### config.mk
export PLATFORM = sky130hd
export DESIGN_NAME = note_scroll_ctrl_flat
export DESIGN_NICKNAME = d
export VERILOG_FILES = /design/src/rtl/note_scroll_ctrl_if.sv /design/src/rtl/note_scroll_ctrl.sv /design/src/flat_wrapper.sv
export SDC_FILE = /design/constraint.sdc
export NUM_CORES = 1
export LEC_CHECK = 0
export CAP_MARGIN = 20
export CORE_ASPECT_RATIO = 1.5
export CORE_MARGIN = 2
export CORE_UTILIZATION = 32
export CTS_BUF_LIST = sky130_fd_sc_hd__clkbuf_8
export CTS_CLUSTER_SIZE = 40
export DETAILED_ROUTE_END_ITERATION = 16
export GPL_TIMING_DRIVEN = 0
export RECOVER_POWER = 100
export SLEW_MARGIN = 15
export SYNTH_ARGS = -nofsm -noshare
export SYNTH_HDL_FRONTEND = slang
export SYNTH_SLANG_ARGS = --single-unit
### constraint.sdc
create_clock -name clk -period 3.8 [get_ports clk]
set_input_delay 0.76 -clock clk [delete_from_list [all_inputs] [get_ports clk]]
set_output_delay 0.76 -clock clk [all_outputs]
set_load 0.005 [all_outputs]
### src/rtl/note_scroll_ctrl_if.sv
// note_scroll_ctrl_if: bundle between note_scroll_ctrl and the game/display side.
//   start      game running level (to controller)
//   all_done   display stage frame-complete level (to controller)
//   pause      freeze frame ticks, only with SCROLL_PAUSE_EN (to controller)
//   startdraw  draw request level (from controller)
//   offset     scroll offset within current row (from controller)
//   row_1      note-row code, 0 empty, 1..4 lane (from controller)
//   busy       handshake/advance in progress (from controller)
//   overrun    sticky missed-tick flag (from controller)
interface note_scroll_ctrl_if;
  logic       start;
  logic       all_done;
  logic       startdraw;
  logic [5:0] offset;
  logic [2:0] row_1;
  logic       busy;
  logic       overrun;
`ifdef SCROLL_PAUSE_EN
  logic       pause;
  modport master (input start, all_done, pause, output startdraw, offset, row_1, busy, overrun);
  modport slave  (output start, all_done, pause, input startdraw, offset, row_1, busy, overrun);
`else
  modport master (input start, all_done, output startdraw, offset, row_1, busy, overrun);
  modport slave  (output start, all_done, input startdraw, offset, row_1, busy, overrun);
`endif
endinterface

### src/rtl/note_scroll_ctrl.sv
// note_scroll_ctrl: frame-tick sequencer driving the lane display stage.
//   clk     system clock
//   resetn  asynchronous active-low reset
//   bus     note_scroll_ctrl_if.master (start, all_done, [pause] in; startdraw,
//           offset, row_1, busy, overrun out)
// Optional macro SCROLL_PAUSE_EN adds bus.pause, which freezes the frame divider.
module note_scroll_ctrl #(
  parameter int         FRAME_DIV  = 833334,
  parameter int         ROW_HEIGHT = 40,
  parameter logic [7:0] LFSR_SEED  = 8'hA5
) (
  input  logic                  clk,
  input  logic                  resetn,
  note_scroll_ctrl_if.master    bus
);
  localparam int DW = $clog2(FRAME_DIV);
  typedef enum logic [2:0] {IDLE, WAIT_TICK, DRAW, RELEASE, ADVANCE} state_t;
  state_t          state_q, state_d;
  logic [DW-1:0]   div_q, div_d;
  logic [7:0]      lfsr_q, lfsr_d, lfsr_nx;
  logic [5:0]      offset_q, offset_d;
  logic [2:0]      row_q, row_d;
  logic            sd_q, sd_d, busy_q, busy_d, ovr_q, ovr_d;
  logic            run, tick;
`ifdef SCROLL_PAUSE_EN
  assign run = bus.start & ~bus.pause;
`else
  assign run = bus.start;
`endif
  assign tick    = run && (div_q == DW'(FRAME_DIV - 1));
  assign lfsr_nx = {lfsr_q[6:0], lfsr_q[7] ^ lfsr_q[5] ^ lfsr_q[4] ^ lfsr_q[3]};
  always_comb begin
    div_d    = !bus.start ? '0 : !run ? div_q : tick ? '0 : div_q + 1'b1;
    state_d  = state_q;
    sd_d     = sd_q;
    offset_d = offset_q;
    row_d    = row_q;
    lfsr_d   = lfsr_q;
    // a tick outside WAIT_TICK is dropped, only flagged
    ovr_d    = ovr_q | (tick && (state_q inside {DRAW, RELEASE, ADVANCE}));
    case (state_q)
      IDLE:      state_d = WAIT_TICK;
      WAIT_TICK: if (tick) begin
        state_d = DRAW;
        sd_d    = 1'b1;
      end
      DRAW:      if (bus.all_done) begin
        state_d = RELEASE;
        sd_d    = 1'b0;
      end
      RELEASE:   if (!bus.all_done) state_d = ADVANCE;
      ADVANCE: begin
        state_d = WAIT_TICK;
        if (offset_q == 6'(ROW_HEIGHT - 1)) begin
          offset_d = '0;
          lfsr_d   = lfsr_nx;
          row_d    = (lfsr_nx[2:0] <= 3'd4) ? lfsr_nx[2:0] : 3'd0;
        end else
          offset_d = offset_q + 1'b1;
      end
      default:   state_d = IDLE;
    endcase
    // stopping the game overrides everything except the LFSR, so the pattern continues
    if (!bus.start) begin
      state_d  = IDLE;
      sd_d     = 1'b0;
      offset_d = '0;
      row_d    = '0;
      ovr_d    = 1'b0;
    end
    busy_d = state_d inside {DRAW, RELEASE, ADVANCE};
  end
  always_ff @(posedge clk or negedge resetn)
    if (!resetn) begin
      state_q  <= IDLE;
      div_q    <= '0;
      lfsr_q   <= LFSR_SEED;
      offset_q <= '0;
      row_q    <= '0;
      sd_q     <= 1'b0;
      busy_q   <= 1'b0;
      ovr_q    <= 1'b0;
    end else begin
      state_q  <= state_d;
      div_q    <= div_d;
      lfsr_q   <= lfsr_d;
      offset_q <= offset_d;
      row_q    <= row_d;
      sd_q     <= sd_d;
      busy_q   <= busy_d;
      ovr_q    <= ovr_d;
    end
  assign bus.startdraw = sd_q;
  assign bus.offset    = offset_q;
  assign bus.row_1     = row_q;
  assign bus.busy      = busy_q;
  assign bus.overrun   = ovr_q;
endmodule

### src/flat_wrapper.sv
// flat-port wrapper written by rule: the top's interface ports become plain ports
module note_scroll_ctrl_flat 
#(
  parameter int         FRAME_DIV  = 833334,
  parameter int         ROW_HEIGHT = 40,
  parameter logic [7:0] LFSR_SEED  = 8'hA5
)
  (clk, resetn, bus_start, bus_all_done, bus_startdraw, bus_offset, bus_row_1, bus_busy, bus_overrun);
  note_scroll_ctrl_if bus_i ();
  input  logic clk;
  input  logic resetn;
  input wire logic [$bits(bus_i.start)-1:0] bus_start;
  input wire logic [$bits(bus_i.all_done)-1:0] bus_all_done;
  output wire logic [$bits(bus_i.startdraw)-1:0] bus_startdraw;
  output wire logic [$bits(bus_i.offset)-1:0] bus_offset;
  output wire logic [$bits(bus_i.row_1)-1:0] bus_row_1;
  output wire logic [$bits(bus_i.busy)-1:0] bus_busy;
  output wire logic [$bits(bus_i.overrun)-1:0] bus_overrun;
  assign bus_i.start = bus_start;
  assign bus_i.all_done = bus_all_done;
  assign bus_startdraw = bus_i.startdraw;
  assign bus_offset = bus_i.offset;
  assign bus_row_1 = bus_i.row_1;
  assign bus_busy = bus_i.busy;
  assign bus_overrun = bus_i.overrun;
  note_scroll_ctrl #(.FRAME_DIV(FRAME_DIV), .ROW_HEIGHT(ROW_HEIGHT), .LFSR_SEED(LFSR_SEED)) u_core (.clk(clk), .resetn(resetn), .bus(bus_i));
endmodule
==> out/metrics.cfg <==
[status]
outcome=finished clean

[detailed_routing]
wl_per_cell_um=13.0
routed_wl_um=4030
drt-met1-wl_um=1860
antenna_left=0
maxUsedRoutingLayer=met4
first_pass_iters=4
drc=0
wl_met2_um=2010
met3_length_um=107
drtIter0Drc=56
vias_per_cell=5.05
vias=1567

[power]
peakVddDrop_mv=0.140
pwr_density_cell_nw_per_um2=323
leakage_uw=0.000992

[cts]
cts_made_buffers=5
cts_tree=done
cts.sinks=43
htree_levels=2
cts_hold_buf=0
cts_resized=0
insertion_delay_ns=0.29
clockBufferDepth=2
postCtsSetupBuffers=0
cts_root_buf=clkbuf_8
clkTransAtPathRegs_ns=0.08

[timing]
max_freq_mhz=348
worst_pin_slew_ns=1.29
hold_viol=0
drv_slew=0
tns_ns=0
setup_viol=0
slew_headroom_pct=14.1
skew_ns=0.00704
period_needed_ns=2.87
fin_crit_sh_pct=75.6
rsz0062_at_grt=no

[placed_design]
dp.cells=302
io_buffers=15
dpl.hpwl_um=2940
gp_congestion=0.815
place_area_um2=2430

[worst_setup_path]
rrSetupSlack_ns=0.98
crit_type=primary input to register
crit_path_end_kind=register
worstPathArrival_ns=3.03
cp.required_ns=3.96
start_kind=primary input
cp_max_fo=10

[yosys]
synth_cell_type_count=42
ys.flop_type=dfrtp_1
synth_cells=210
synth_fp_nets=217
async_flop_share_pct=100
synth_area_leader_cell=dfrtp_1
synth_edf_count=0
netlist_area_um2=2170
synth_top_cell_area_share_pct=45.0
synthTopCellsByArea=dfrtp_1 (45%), xnor2_1 (6.5%), dfstp_2 (4.8%), mux2_2 (3.6%), nor2_1 (3.5%)
ys_seq_area_share_pct=49.8
synth.avg_cell_area_um2=10.3
synth-seq-cells=43
ys_warn_count=0

[global_routing]
grt.overflow.total=0
grt_usage_pct=12.0
grt_antenna_before_repair=0
grt_pass1_wl_um=7250
grt_max_degree=25
grt_pass1_vias=1563

[final_layout]
multi_input_area_um2=990
finalInstanceArea_um2=2460
n_fill_cell=662
finalCoreUtilization_pct=37.6
stdcell_count=310
drive_gt1_share_pct=8.12
diodes=0
nets=240
area_delta_synth_final_pct=13.3
regArea_um2=1080

[run]
drv_cap=0

[floorplanning]
placementRows=36
initial_core_util_pct=33.2
die_w_um=71.2
die_area_um2=7470
io_pins=16
core_area_um2=6530
die_y_um=105

[min_path]
hold_class=register to register

-- through the flow --
step / setup WS, ns / hold slack (ns) / total power (uW)
floorplan: 1.83 / 0.464 / 490
global placement: 0.777 / 0.482 / 511
detailed placement: 0.937 / 0.494 / 513
CTS: 1.25 / 0.425 / 812
global route: 0.672 / 0.541 / 830
finish: 0.928 / 0.504 / 795
-- cells in the final DEF (no fill, tap or decap), types with 5 or more instances in the layout --
master	instances
dfrtp_1	39
nor2_1	20
xnor2_1	16
nand2_1	15
nand3_1	14
dlygate4sd3_1	13
clkbuf_1	11
o21ai_0	9
nand4_1	7
inv_1	6
mux2_2	6
clkbuf_8	6
and3_1	5
nor4_1	5
a21oi_1	5
a21boi_0	5
-- layer usage --
metal	vias up	global-route usage, %
met2	20	20.5
met5	-	0
met4	0	4.04
met3	6	2.89
li1	786	-
met1	755	14.5
-- area by class of cell --
class	instances	share of cell area (%)
well taps	76	3.87
multi-input cells	153	40.3
flip-flops and latches	43	44.0
inverters	5	0.764
repair buffers	16	6.01
clock buffers	6	3.36
clock inverters	2	0.356
plain buffers	9	1.37
-- synth_stat cells, types with 4 or more instances --
master / instances
dfrtp_1: 39
nor2_1: 20
xnor2_1: 16
nand2_1: 14
nand3_1: 14
o21ai_0: 8
mux2_2: 7
nand4_1: 7
clkbuf_1: 6
a21boi_0: 5
a21oi_1: 5
and3_1: 5
inv_1: 5
dfstp_2: 4
nand2b_1: 4
nor3_1: 4
o31ai_1: 4
-- worst max-delay path, cell delays in order --
cell           delay, ns
dlygate4sd3_1       0.60
and3_1              0.17
nand4_1             0.10
o21ai_0             0.84
clkbuf_1            0.44
nor2_1              0.10
-- where the power goes --
part	total (uW)	internal [uW]	switching [uW]
Combinational	32.2	10.4	21.8
Sequential	467	462	5.25
Clock	296	144	152
Total	795	616	179
-- flip-flops by register name (all words and copies together), names as in the netlist --
signal,flops
u_core.bus.overrun,1
u_core.state_q,3
u_core.bus.row_1,3
u_core.bus.startdraw,1
u_core.div_q,20
u_core.bus.busy,1
u_core.lfsr_q,8
u_core.bus.offset,6
-- cell families (layout without fill, tap and decap cells) --
logic type / count (synthesis) / after routing / share of synthesized area (%)
fa+ha+maj: 3 / 3 / 1.73
mux: 8 / 8 / 4.09
buf+inv: 14 / 38 / 3.46
xor+xnor: 18 / 18 / 7.27
compound gates: 26 / 26 / 7.79
simple gates: 98 / 98 / 25.8
flops: 43 / 43 / 49.8
-- worst paths after layout --
check / start / to / depth (start not counted)
setup / recovery: bus_start / u_core.div_q[13] / 6
hold / removal: u_core.lfsr_q[6] / u_core.lfsr_q[7] / 1
setup reg to reg: u_core.state_q[1] / u_core.bus.row_1[2] / 7
hold reg to reg: u_core.lfsr_q[6] / u_core.lfsr_q[7] / 1
max in group asynchronous: resetn / u_core.div_q[5] / 2
min in group asynchronous: resetn / u_core.bus.offset[3] / 1
(Power assumes the default switching activity.)
